### src/rtl/store_rmw_unit_pkg.sv
// Shared definitions for the store read-modify-write unit.
//   - store size encodings (word / half / byte, 2'b11 behaves as word)
//   - controller state encoding
//   - alignment and RMW classification helpers
// Used by store_rmw_unit and store_lane_merge.
package store_rmw_unit_pkg;

    localparam logic [1:0] SIZE_WORD = 2'b00;
    localparam logic [1:0] SIZE_HALF = 2'b01;
    localparam logic [1:0] SIZE_BYTE = 2'b10;

    typedef enum logic [1:0] {
        ST_IDLE    = 2'b00,
        ST_READ    = 2'b01,
        ST_RD_WAIT = 2'b10,
        ST_WRITE   = 2'b11
    } state_t;

    // Bytes are always aligned; halves need addr[0]=0; words (and the
    // reserved 2'b11 size) need addr[1:0]=0.
    function automatic logic is_misaligned(input logic [1:0] size,
                                           input logic [1:0] addr_lo);
        case (size)
            SIZE_BYTE: return 1'b0;
            SIZE_HALF: return addr_lo[0];
            default:   return addr_lo != 2'b00;
        endcase
    endfunction

    // Sub-word stores need the old word because memory is word-only.
    function automatic logic needs_rmw(input logic [1:0] size);
        return (size == SIZE_BYTE) || (size == SIZE_HALF);
    endfunction

endpackage

### src/rtl/store_lane_merge.sv
// Combinational store lane packer.
// Ports:
//   old_word - word read back from memory (ignored lanes are kept)
//   wdata    - rt register value
//   addr_lo  - byte address bits [1:0]
//   size     - store size encoding
//   merged   - old_word with the addressed lane(s) replaced
//   lane     - store data replicated across the word
//   be       - byte enables of the addressed lane(s), little-endian
module store_lane_merge
    import store_rmw_unit_pkg::*;
(
    input  logic [31:0] old_word,
    input  logic [31:0] wdata,
    input  logic [1:0]  addr_lo,
    input  logic [1:0]  size,
    output logic [31:0] merged,
    output logic [31:0] lane,
    output logic [3:0]  be
);

    logic [31:0] mask;

    always_comb begin
        lane = wdata;
        be   = 4'b1111;
        case (size)
            SIZE_BYTE: begin
                lane = {4{wdata[7:0]}};
                be   = 4'b0001 << addr_lo;
            end
            SIZE_HALF: begin
                lane = {2{wdata[15:0]}};
                be   = 4'b0011 << {addr_lo[1], 1'b0};
            end
            default: begin
                lane = wdata;
                be   = 4'b1111;
            end
        endcase
        mask   = {{8{be[3]}}, {8{be[2]}}, {8{be[1]}}, {8{be[0]}}};
        merged = (old_word & ~mask) | (lane & mask);
    end

endmodule

### src/rtl/store_rmw_unit.sv
// Store-side data narrowing unit for the MEM stage. SW is a single word
// write; SB/SH become read-modify-write on the word-only data memory.
// Misaligned stores pulse exc_ades and record exc_badvaddr.
// Build option: STORE_RMW_BYTE_STROBE_EN adds mem_be and turns every
// store into a single strobed write of the replicated lane.
// Ports:
//   clk, rstn                  - clock, synchronous active-low reset
//   req_valid/ready/addr/wdata/size - store request (ready only in IDLE)
//   busy, req_done             - stall while active, pulse on final write
//   exc_ades, exc_badvaddr     - misaligned-store pulse and faulting address
//   mem_addr/rd_en/rdata/wr_en/wdata (+ mem_be) - word memory interface
module store_rmw_unit
    import store_rmw_unit_pkg::*;
#(
    parameter int MEM_RD_LATENCY = 1,
    parameter int ADDR_W         = 32
)(
    input  logic              clk,
    input  logic              rstn,
    input  logic              req_valid,
    output logic              req_ready,
    input  logic [ADDR_W-1:0] req_addr,
    input  logic [31:0]       req_wdata,
    input  logic [1:0]        req_size,
    output logic              busy,
    output logic              req_done,
    output logic              exc_ades,
    output logic [ADDR_W-1:0] exc_badvaddr,
    output logic [ADDR_W-1:0] mem_addr,
    output logic              mem_rd_en,
    input  logic [31:0]       mem_rdata,
    output logic              mem_wr_en,
`ifdef STORE_RMW_BYTE_STROBE_EN
    output logic [3:0]        mem_be,
`endif
    output logic [31:0]       mem_wdata
);

    localparam logic [1:0] LAT_M1 = 2'(MEM_RD_LATENCY - 1);

    state_t            state, next_state;
    logic [ADDR_W-1:0] addr_q;
    logic [31:0]       merge_q;
    logic [1:0]        cnt;
    logic              accept, misaligned;
    logic [31:0]       merged_w, lane_w;
    logic [3:0]        be_w;

    assign accept     = req_valid && (state == ST_IDLE);
    assign misaligned = is_misaligned(req_size, req_addr[1:0]);

`ifdef STORE_RMW_BYTE_STROBE_EN
    logic [3:0] be_q;

    // Lane is packed straight from the request; no old word is needed.
    store_lane_merge u_merge (
        .old_word (32'h0),
        .wdata    (req_wdata),
        .addr_lo  (req_addr[1:0]),
        .size     (req_size),
        .merged   (merged_w),
        .lane     (lane_w),
        .be       (be_w)
    );

    logic unused_strobe;
    assign unused_strobe = ^{merged_w, mem_rdata, addr_q[1:0]};
    assign mem_be        = be_q;
`else
    logic [31:0] wdata_q;
    logic [1:0]  size_q;

    store_lane_merge u_merge (
        .old_word (mem_rdata),
        .wdata    (wdata_q),
        .addr_lo  (addr_q[1:0]),
        .size     (size_q),
        .merged   (merged_w),
        .lane     (lane_w),
        .be       (be_w)
    );

    logic unused_rmw;
    assign unused_rmw = ^{lane_w, be_w};
`endif

    always_comb begin
        next_state = state;
        case (state)
            ST_IDLE: begin
                if (accept && !misaligned) begin
`ifdef STORE_RMW_BYTE_STROBE_EN
                    next_state = ST_WRITE;
`else
                    next_state = needs_rmw(req_size) ? ST_READ : ST_WRITE;
`endif
                end
            end
            ST_READ:    next_state = ST_RD_WAIT;
            ST_RD_WAIT: if (cnt == 2'd0) next_state = ST_WRITE;
            ST_WRITE:   next_state = ST_IDLE;
            default:    next_state = ST_IDLE;
        endcase
    end

    always_ff @(posedge clk) begin
        if (!rstn) begin
            state        <= ST_IDLE;
            addr_q       <= '0;
            merge_q      <= '0;
            cnt          <= '0;
            exc_ades     <= 1'b0;
            exc_badvaddr <= '0;
`ifdef STORE_RMW_BYTE_STROBE_EN
            be_q         <= '0;
`else
            wdata_q      <= '0;
            size_q       <= SIZE_WORD;
`endif
        end else begin
            state    <= next_state;
            exc_ades <= accept && misaligned;
            if (accept && misaligned) exc_badvaddr <= req_addr;
            if (accept && !misaligned) begin
                addr_q <= req_addr;
`ifdef STORE_RMW_BYTE_STROBE_EN
                merge_q <= lane_w;
                be_q    <= be_w;
`else
                wdata_q <= req_wdata;
                size_q  <= req_size;
                // SW writes the register value as-is; SB/SH overwrite
                // this with the merged word once the read returns.
                merge_q <= req_wdata;
`endif
            end
            if (state == ST_READ)
                cnt <= LAT_M1;
            else if (state == ST_RD_WAIT && cnt != 2'd0)
                cnt <= cnt - 2'd1;
`ifndef STORE_RMW_BYTE_STROBE_EN
            if (state == ST_RD_WAIT && cnt == 2'd0) merge_q <= merged_w;
`endif
        end
    end

    assign req_ready = (state == ST_IDLE);
    assign busy      = (state != ST_IDLE);
    assign mem_rd_en = (state == ST_READ);
    assign mem_wr_en = (state == ST_WRITE);
    assign req_done  = (state == ST_WRITE);
    assign mem_addr  = {addr_q[ADDR_W-1:2], 2'b00};
    assign mem_wdata = merge_q;

endmodule

### config.mk
export PLATFORM = sky130hd
export DESIGN_NAME = store_rmw_unit
export DESIGN_NICKNAME = d
export VERILOG_FILES = /design/src/rtl/store_rmw_unit_pkg.sv /design/src/rtl/store_lane_merge.sv /design/src/rtl/store_rmw_unit.sv
export SDC_FILE = /design/constraint.sdc
export NUM_CORES = 1
export LEC_CHECK = 0
export ABC_AREA = 0
export CAP_MARGIN = 20
export CORE_UTILIZATION = 30
export DETAILED_ROUTE_END_ITERATION = 7
export PLACE_DENSITY = 0.61
export SLEW_MARGIN = 20
export SYNTH_ARGS = -nofsm -noshare
export SYNTH_HDL_FRONTEND = slang
export SYNTH_SLANG_ARGS = --single-unit
### constraint.sdc
create_clock -name clk -period 4.35 [get_ports clk]
set_input_delay 0.6525 -clock clk [delete_from_list [all_inputs] [get_ports clk]]
set_output_delay 0.6525 -clock clk [all_outputs]
set_load 0.1 [all_outputs]
# Yosys cells after proc, flatten, opt, wreduce, memory -nomap -nowiden
# Cells that the tools add are included.
[totals] output_inout_bits=102 inputBits=101 reg_bits=135 elab_cells=49
[op_classes] n_eq_ne=9 shift=2 n_bitwise=5 add_sub_neg=1 mux=9 reduce_logical=15
[op_table] operator="$and A32 B32 Y32" n=2
[op_table] operator="$mux W32" n=2
[op_table] operator="$pmux W32 S2" n=1
[op_table] operator="$not A32 Y32" n=1
[op_table] operator="$or A32 B32 Y32" n=1
[op_table] operator="$eq A2 B2 Y1 const B" n=4
[op_table] operator="$pmux W2 S4" n=1
[op_table] operator="$pmux W4 S2" n=1
[op_table] operator="$reduce_bool A2 Y1" n=4
[op_table] operator="$eq A2 B1 Y1 const B" n=3
[op_table] operator="$mux W2" n=3
[op_table] operator="$logic_and A1 B1 Y1" n=5
[op_table] operator="$logic_not A2 Y1" n=2
[op_table] operator="$shl A1 B2 Y4 const A" n=1
[op_table] operator="$shl A2 B2 Y4 const A" n=1
[op_table] operator="$ne A2 B1 Y1 const B" n=1
[op_table] operator="$ne A2 B2 Y1 const B" n=1
[op_table] operator="$pmux W1 S2" n=1
[op_table] operator="$reduce_and A2 Y1" n=1
[op_table] operator="$reduce_or A2 Y1" n=1
[op_table] operator="$sub A2 B1 Y2 const B" n=1
[op_table] operator="$logic_not A1 Y1" n=1
[op_table] operator="$logic_or A1 B1 Y1" n=1
[op_table] operator="$not A1 Y1" n=1

# Logic depth before layout (Yosys ltp)
# Gate-level depths: netlist of run 1.
[logic_depth] depth_word=6 ltp_mapped=9

# By module
# A second synthesis of run 1 with hierarchy kept.
[hier_totals] hier_cells=786 area_unflattened_um2=6993.0
[modules_own_cells] module="store_rmw_unit" area_each_um2=5949.5 instances=1 seq_area_each_um2=2702.6 cells_per_inst=659
[modules_own_cells] module="store_lane_merge" area_each_um2=1043.5 instances=1 seq_area_each_um2=0.0 cells_per_inst=127

# Worst setup path before layout of run 1
# No wires, ideal clock.
[synth_timing] path_type="reg2reg" startpoint="reg state[0]" endpoint="reg state[0]" arrival_ps=2633 path_stages_with_launch=7 path_slack_ps=1596 cell_sequence="dfxtp_1 > inv_1 > ha_1 > inv_1 > a31oi_1 > o21ai_0 > o311a_1"
[synth_via] elab_chain_cells=5 elab_cells_between_ends=10
[synth_lines] element="from (decl)" line_no="store_rmw_unit.sv:41" text="state_t state, next_state;"
[synth_lines] element="from (signal assigned)" line_no="store_rmw_unit.sv:121" text="state <= next_state;"
[synth_lines] element="$logic_not A2 Y1 (*)"
[synth_lines] element="via req_ready" line_no="store_rmw_unit.sv:21" text="output logic req_ready,"
[synth_lines] element="$logic_and A1 B1 Y1" line_no="store_rmw_unit.sv:49" text="assign accept = req_valid && (state == ST_IDLE);"
[synth_lines] element="$logic_and A1 B1 Y1" line_no="store_rmw_unit.sv:91" text="if (accept && !misaligned) begin"
[synth_lines] element="$ne A2 B1 Y1 (no source line)"
[synth_lines] element="$reduce_and A2 Y1 (no source line)"
# The timed path passes the listed nets; every way through them passes the cells marked *.
# A chain may end at the register's enable or synchronous reset.

# Final worst setup path of run 1
[layout_timing] startpoint="reg state[0]" endpoint="out busy"
[layout_via] elab_chain_cells=1
[layout_lines] element="$reduce_bool A2 Y1" line_no="store_rmw_unit.sv:148" text="assign busy = (state != ST_IDLE);"
[layout_lines] element="to (decl)" line_no="store_rmw_unit.sv:25" text="output logic busy,"
# No other way between the ends.

==> reports/results.ini, run 1 <==
[grt]
antenna_found_initial = 0
grt_max_degree = 105
grt_use_total_pct = 17.0
grt_pass1_vias = 5302
grt_busiest_layer = met2
grt_overflow = 0
met2_usage_pct = 27.1
grt_pass1_wl_um = 28500
grt_util_met1_pct = 23.0
grt_use_met3_pct = 3.29

[critical_path]
path_cells = inv_1 > ha_1 > inv_1 > clkdlybuf4s50_1
cp_data_arrival_time_ns = 2.37
cp_top_family = buffers and inverters
cp_common_cell = inv_1
crit_required_ns = 3.70
crit_slowest_cell = clkdlybuf4s50_1
startpoint_type = flop
crit_buf_inv = 3
critical_path_class = flop to output port
cp_max_fo = 4
max_stage_delay_ns = 1.15
critPathCaptureType = output port

[synthesis]
yosysWarnings = 0
synth_edf_count = 0
syn-cell-area_um2 = 6170
synth_top_flop_cell = dfxtp_1
synthCells = 720
synth_seq_cells = 135
synth_cell_types = 41
avgSynthCellArea_um2 = 8.56
synth_seq_area_share_pct = 43.8
synthArstFlopShare_pct = 0

[cts]
max-clock-path-buffers = 2
clkLatencyLatePin_ns = 0.42
post_cts_resized = 0
tritoncts = yes
cts_setup_buffers = 0
cts_root_buffer = clkbuf_16
path_clk_slew_ns = 0.06
cts_hold_buffers = 0
clock_sink_count = 135
cts_made_buffers = 17
htree_num_levels = 4

[routing]
vias_per_cell = 4.75
dr.first_iter.drc_count = 312
num_vias = 5431
drtAntennaViolNets = 0
drt_first_pass_iters = 6
drcViolationCount = 0
wirelength_um = 17900
wire_per_inst_um = 15.7

[placement]
dp_hpwl_um = 12100
portBuffers = 200
gp_congestion = 0.744
place_area_um2 = 8080

[floorplan]
start_util_pct = 30.6
dieHeight_um = 145
boundaryPins = 203
dieArea_um2 = 21100
die_w_um = 145
num_rows = 52
design.core.area_um2 = 20200

[timing]
fin_skew_ns = 0.0110
slew_headroom_pct = 27.2
hold_viol = 0
final_max_slew_viol_count = 0
rsz0062_at_grt = false
fin_crit_ns = 3.02
worst_pin_slew_ns = 1.09
finalSetupTns_ns = 0
fmax_mhz = 331
min_period_over_period_pct = 69.4
setup_violations = 0

[cells_and_area]
diodes = 0
fin_nets = 973
drive_above_1_share_pct = 5.15
area_growth_pct = 41.5
postLayoutCellArea_um2 = 8730
fillers = 2030

[pwr]
peakVddDrop_mv = 0.241
p_per_area_nw_per_um2 = 621
cellLeakagePower_nw = 3.21

[run_status]
run_status = complete, no violations

[run]
drv_cap = 0

[min_path]
hold_path.class = flop to flop

-- layout make-up --
type,count,area [µm²],share of cell area [%]
clock inverters,12,199,2.28
clock buffers,19,443,5.08
inverters,9,33.8,0.387
well taps,270,338,3.87
flip-flops and latches,135,2700,31.0
multi-input cells,491,2930,33.6
repair buffers,208,2080,23.9
-- registers in the layout, indices dropped and copies added (netlist names) --
signal,flops
mem_wdata,32
state,2
exc_ades,1
cnt,2
exc_badvaddr,32
size_q,2
addr_q,32
wdata_q,32
-- metal layers --
layer,part of all wire [%],vias up
li1,-,2712
met1,48,2544
met2,47,163
met3,4.2,12
met4,0.81,0
met5,0,-
-- stage by stage --
| stage | hold WS [ns] | util, % | power [mW] | instances | setup slack, ns |
|---|---|---|---|---|---|
| after global placement | 0.441 | 40.1 | 3.86 | 1113 | 1.37 |
| final | 0.450 | 43.3 | 5.42 | 1144 | 1.33 |
| after floorplan | 0.435 | - | 3.34 | 721 | 1.60 |
| after detailed placement | 0.446 | 40.1 | 3.88 | 1113 | 1.26 |
| after CTS | 0.454 | 43.3 | 5.47 | 1144 | 1.31 |
| after global routing | 0.472 | 43.3 | 5.65 | 1144 | 1.22 |
-- tightest hold or removal path, delay by kind of cell (launching register included) --
kind	cells	cell delay (ns)
AOI/OAI and AO/OA	1	0.05
DFF	1	0.30
and+or+nand+nor	1	0.05
-- where the power goes --
part	internal, mW	switching [mW]
Combinational	0.615	1.70
Clock	1.03	0.546
Sequential	1.41	0.110
-- cell families after synthesis --
group | Yosys count | share of synthesized area, %
adders and majority gates | 10 | 2.03
DFF | 135 | 43.8
and+or+nand+nor | 246 | 15.6
buffers and inverters | 95 | 8.77
AOI/OAI and AO/OA | 191 | 22.9
muxes | 41 | 6.68
other | 1 | 0.0608
xor gates and xnor gates | 1 | 0.142
-- cells in the mapped netlist (all sizes together), types with 9 or more instances --
cell | count | area share (%)
a21boi | 98 | 12
a21oi | 12 | 1.1
buf | 63 | 6.8
clkbuf | 23 | 1.4
dfxtp | 135 | 44
ha | 10 | 2.0
inv | 9 | 0.55
mux2i | 40 | 6.5
nand2 | 219 | 13
nor2 | 12 | 0.73
o21ai | 11 | 0.95
o221ai | 16 | 2.3
o22ai | 16 | 1.6
-- cell usage in the layout, fill, tap and decap left out, drive strengths merged, types with 4 or more instances in the layout --
cell type / n
o211ai: 8
dfxtp: 135
clkdlybuf4s50: 199
nor2: 12
mux2i: 40
nand2: 219
a21boi: 98
inv: 11
clkbuf: 19
o22ai: 16
o221ai: 16
clkinv: 4
o21ai: 11
a22oi: 8
a22o: 8
a21oi: 12
ha: 10
buf: 9
bufinv: 5
a221oi: 8
-- final timing paths --
| check | startpoint | endpoint | slack, ns | cells after the start |
|---|---|---|---|---|
| setup / recovery | state[0]$_SDFFE_PN0P_ | busy | 1.33 | 4 |
| hold / removal | addr_q[2]$_SDFFE_PN0P_ | addr_q[2]$_SDFFE_PN0P_ | 0.45 | 2 |
| setup reg to reg | state[0]$_SDFFE_PN0P_ | mem_wdata[24]$_SDFFE_PN0P_ | 1.99 | 5 |
| hold reg to reg | addr_q[2]$_SDFFE_PN0P_ | addr_q[2]$_SDFFE_PN0P_ | 0.45 | 2 |
(Power assumes the default switching activity.)
==> run 2, diff against run 1 <==
Clock period 4.35 ns to 2.8 ns, I/O delays scaled along.
==> reports/results.ini, run 2 (synthesis gave the netlist of run 1 again) <==
[run_status]
run_status = complete, no violations

[timing]
hold_ws_ns = 0.432
finalSetupTns_ns = 0
hold_viol = 0
setup_violations = 0
min_period_over_period_pct = 81.9
worst_pin_slew_ns = 1.08
slew_headroom_pct = 27.8
rsz0062_at_grt = false
final_max_slew_viol_count = 0
fin_skew_ns = 0.0127
fmax_mhz = 436
fin_crit_ns = 2.29

[routing]
drtAntennaViolNets = 0
num_vias = 5434
wirelength_um = 17700
wire_per_inst_um = 15.4
drcViolationCount = 0
vias_per_cell = 4.74
drt_first_pass_iters = 8
dr.first_iter.drc_count = 300

[grt]
grt_pass1_wl_um = 28300
antenna_found_initial = 0
grt_overflow = 0
grt_max_degree = 87
grt_pass1_vias = 5169
grt_use_total_pct = 16.8

[min_path]
holdPathEnd = wdata_q[10]$_SDFFE_PN0P_
hold_path.class = input port to flop
whs_path_depth = 2
min_from = rstn

[pwr]
peakVddDrop_mv = 0.448
internal-power_mw = 4.42
p_per_area_nw_per_um2 = 959
sw_frac_of_total_pct = 45.4
seqPwrFrac_pct = 29.3
cellLeakagePower_nw = 3.40
combPwrFrac_pct = 43.7
p_switching_mw = 3.68
power_frac_clock_pct = 27.0

[floorplan]
num_rows = 52
dieHeight_um = 145
boundaryPins = 203
die_w_um = 145
dieArea_um2 = 21100
start_util_pct = 30.6
design.core.area_um2 = 20200

[cells_and_area]
area_growth_pct = 37.0
layout_commonest_cell = nand2_1
diodes = 0
fin_nets = 977
final_cell_mix = nand2_1 (219), dfxtp_1 (135), buf_4 (109)
drive_above_1_share_pct = 17.0

[cts]
post_cts_resized = 0
htree_num_levels = 4
cts_setup_buffers = 0
cts_hold_buffers = 0
tritoncts = yes
clkLatencyLatePin_ns = 0.42
clock_sink_count = 135
cts_made_buffers = 17
max-clock-path-buffers = 2
cts_root_buffer = clkbuf_16
path_clk_slew_ns = 0.06

[run]
drv_cap = 0

[critical_path]
rr_worst_depth = 6
reg2reg_slack_ns = 0.51
critical_path_class = flop to flop
cp_data_arrival_time_ns = 2.58
cp_max_fo = 13
r2r_end = mem_wdata[13]$_SDFFE_PN0P_
startpoint_type = flop
crit_required_ns = 3.09
r2r-start = size_q[1]$_SDFFE_PN0P_
critPathCaptureType = flop

[placement]
dp_hpwl_um = 12300
gp_congestion = 0.736
portBuffers = 200

## run 2: critical path: stages (launching register included)
cell and delay [ns]:
dfxtp_1 0.34, inv_1 0.06, ha_1 0.44, a21oi_1 0.08, o21bai_1 0.86, mux2i_1 0.29, o22ai_1 0.10
## run 2: final cells by class
| cell class | count | area (µm²) |
|---|---|---|
| Multi-Input combinational cell | 491 | 2930 |
| Tap cell | 270 | 338 |
| Fill cell | 2067 | 11700 |
| Sequential cell | 135 | 2700 |
| Clock buffer | 18 | 439 |
| Inverter | 9 | 33.8 |
| Timing Repair Buffer | 212 | 1870 |
| Clock inverter | 12 | 130 |
## run 2: power by group through the flow
stage	clock network, mW	logic (mW)	registers [mW]
floorplan	0	1.78	3.41
global placement	0	3.54	2.41
detailed placement	0	3.55	2.41
CTS	2.25	3.56	2.38
global route	2.33	3.74	2.41
finish	2.19	3.54	2.37
## run 2: worst max path at each step
| stage | start | endpoint |
|---|---|---|
| after floorplan | state[0]$_SDFFE_PN0P_ | state[0]$_SDFFE_PN0P_ |
| after global placement | req_size[1] | mem_wdata[27]$_SDFFE_PN0P_ |
| after detailed placement | req_size[1] | mem_wdata[27]$_SDFFE_PN0P_ |
| after CTS | size_q[1]$_SDFFE_PN0P_ | mem_wdata[13]$_SDFFE_PN0P_ |
| after global routing | size_q[1]$_SDFFE_PN0P_ | mem_wdata[10]$_SDFFE_PN0P_ |
| final | size_q[1]$_SDFFE_PN0P_ | mem_wdata[13]$_SDFFE_PN0P_ |
## run 2: per-stage QoR
stage	area, µm²	setup WS [ns]	total power [mW]	cells	util (%)
global route	8450	0.340	8.48	1147	41.9
floorplan	6170	0.0457	5.19	721	-
global placement	7880	0.343	5.95	1117	39.1
finish	8450	0.507	8.10	1147	41.9
CTS	8450	0.476	8.19	1147	41.9
detailed placement	7880	0.285	5.97	1117	39.1
## run 2: layer usage
layer / vias to the layer above / wire [µm] / share of wire (%) / global-route usage, %
met2: 164 / 8470 / 48 / 27.0
met1: 2535 / 8040 / 45 / 22.5
met4: 0 / 267 / 1.5 / 5.84
met5: - / 0 / 0 / 0
met3: 16 / 893 / 5.1 / 3.39
li1: 2719 / - / - / -
==> run 3, diff against run 2 <==
Settings changed: PLACE_DENSITY 0.61 to 0.63.
Clock period 2.8 ns to 2 ns, I/O delays scaled along.
==> reports/results.ini, run 3 (synthesis gave the netlist of run 1 again) <==
[timing]
worst_pin_slew_ns = 0.593
fmax_mhz = 518
hold_viol = 0
min_period_over_period_pct = 96.6
setup_violations = 0
hold_ws_ns = 0.438
rsz0062_at_grt = false
final_max_slew_viol_count = 0
fin_crit_ns = 1.93
slew_headroom_pct = 60.4
finalSetupTns_ns = 0
fin_skew_ns = 0.00744
setup_ws_ns = 0.0681

[cts]
cts_hold_buffers = 0
max-clock-path-buffers = 2
path_clk_slew_ns = 0.06
clock_sink_count = 135
clkLatencyLatePin_ns = 0.42
cts_root_buffer = clkbuf_16
tritoncts = yes
cts_made_buffers = 17
htree_num_levels = 4

[grt]
antenna_found_initial = 0
grt_max_degree = 105
grt_pass1_vias = 5224
grt_use_total_pct = 16.9
grt_pass1_wl_um = 28100
grt_overflow = 0

[min_path]
hold_path.class = input port to flop
whs_path_depth = 3
holdPathEnd = state[1]$_SDFFE_PN0P_
min_from = rstn

[floorplan]
dieArea_um2 = 21100
dieHeight_um = 145
die_w_um = 145
start_util_pct = 30.6
design.core.area_um2 = 20200
num_rows = 52
boundaryPins = 203

[critical_path]
startpoint_type = flop
r2r_end = mem_wdata[14]$_SDFFE_PN0P_
rr_worst_depth = 6
cp_data_arrival_time_ns = 2.22
critical_path_class = flop to flop
critPathCaptureType = flop
reg2reg_slack_ns = 0.07
r2r-start = size_q[0]$_SDFFE_PN0P_
crit_required_ns = 2.29
cp_max_fo = 8

[pwr]
peakVddDrop_mv = 0.705
power_mw = 12.0
p_per_area_nw_per_um2 = 1350
cellLeakagePower_nw = 3.55

[routing]
drtAntennaViolNets = 0
drt_first_pass_iters = 7
wirelength_um = 17700
drcViolationCount = 1
num_vias = 5525
dr.first_iter.drc_count = 310
vias_per_cell = 4.74
wire_per_inst_um = 15.2

[cells_and_area]
fillers = 2051
multi_input_area_um2 = 2960
final_cell_mix = nand2_1 (219), dfxtp_1 (135), buf_4 (113)
area_growth_pct = 43.2
fin_cells = 1166
drive_above_1_share_pct = 19.4
layout_commonest_cell = nand2_1
regArea_um2 = 2700
diodes = 0
fin_nets = 995

[placement]
dp_hpwl_um = 12400
preCtsSetupSlack_ns = -0.350
dp_cells = 1134
portBuffers = 200
gp_congestion = 0.792

[run_status]
violations = DRC
run_status = finished with violations

[run]
drv_cap = 0

==> run 3: worst max-delay path by stage <==
stage | depth (start not counted) | to | slack [ns] | startpoint
4_1_cts | 6 | mem_wdata[21]$_SDFFE_PN0P_ | 0.08 | size_q[0]$_SDFFE_PN0P_
6_report | 6 | mem_wdata[14]$_SDFFE_PN0P_ | 0.07 | size_q[0]$_SDFFE_PN0P_
3_5_place_dp | 9 | mem_wdata[25]$_SDFFE_PN0P_ | -0.35 | req_size[1]
3_3_place_gp | 9 | mem_wdata[27]$_SDFFE_PN0P_ | -0.28 | req_size[1]
2_1_floorplan | 6 | state[0]$_SDFFE_PN0P_ | 0.02 | state[1]$_SDFFE_PN0P_
5_1_grt | 6 | mem_wdata[14]$_SDFFE_PN0P_ | 0.001 | size_q[0]$_SDFFE_PN0P_
==> run 3: where the power goes <==
group          switching, mW  internal (mW)
sequential             0.250           3.08
combinational           3.80           1.60
clock                   1.23           2.01
total                   5.28           6.69
==> run 3: final cells by class <==
cell class                      count  share of cell area [%]
Timing Repair Buffer              230                    24.7
Sequential cell                   135                    30.6
Clock inverter                     13                    1.95
Inverter                            9                   0.425
Clock buffer                       18                    4.97
Tap cell                          270                    3.82
Multi-Input combinational cell    491                    33.5
==> run 3: what timing repair did <==
action,CTS,global route
hold endpoints to repair,0,0
resized for setup,0,1
buffers inserted,0,1
setup endpoints to repair,0,20
==> run 3: routing by layer <==
metal | track usage [%] | wire length [µm]
met3 | 3.20 | 854
met5 | 0 | 0
met4 | 6.00 | 337
met2 | 27.4 | 8300
met1 | 22.3 | 8200
==> run 3: metrics by stage <==
stage	instance area (µm²)	utilization (%)
final	8830	43.8
after global routing	8830	43.8
after CTS	8820	43.7
after detailed placement	8210	40.7
after global placement	8210	40.7
after floorplan	6200	-
==> run 3: critical path, stage by stage (launching register included) <==
cell and delay, ns:
dfxtp_1 0.36, inv_1 0.07, ha_1 0.36, or2_0 0.41, a22o_1 0.31, mux2i_1 0.20, o22ai_1 0.10
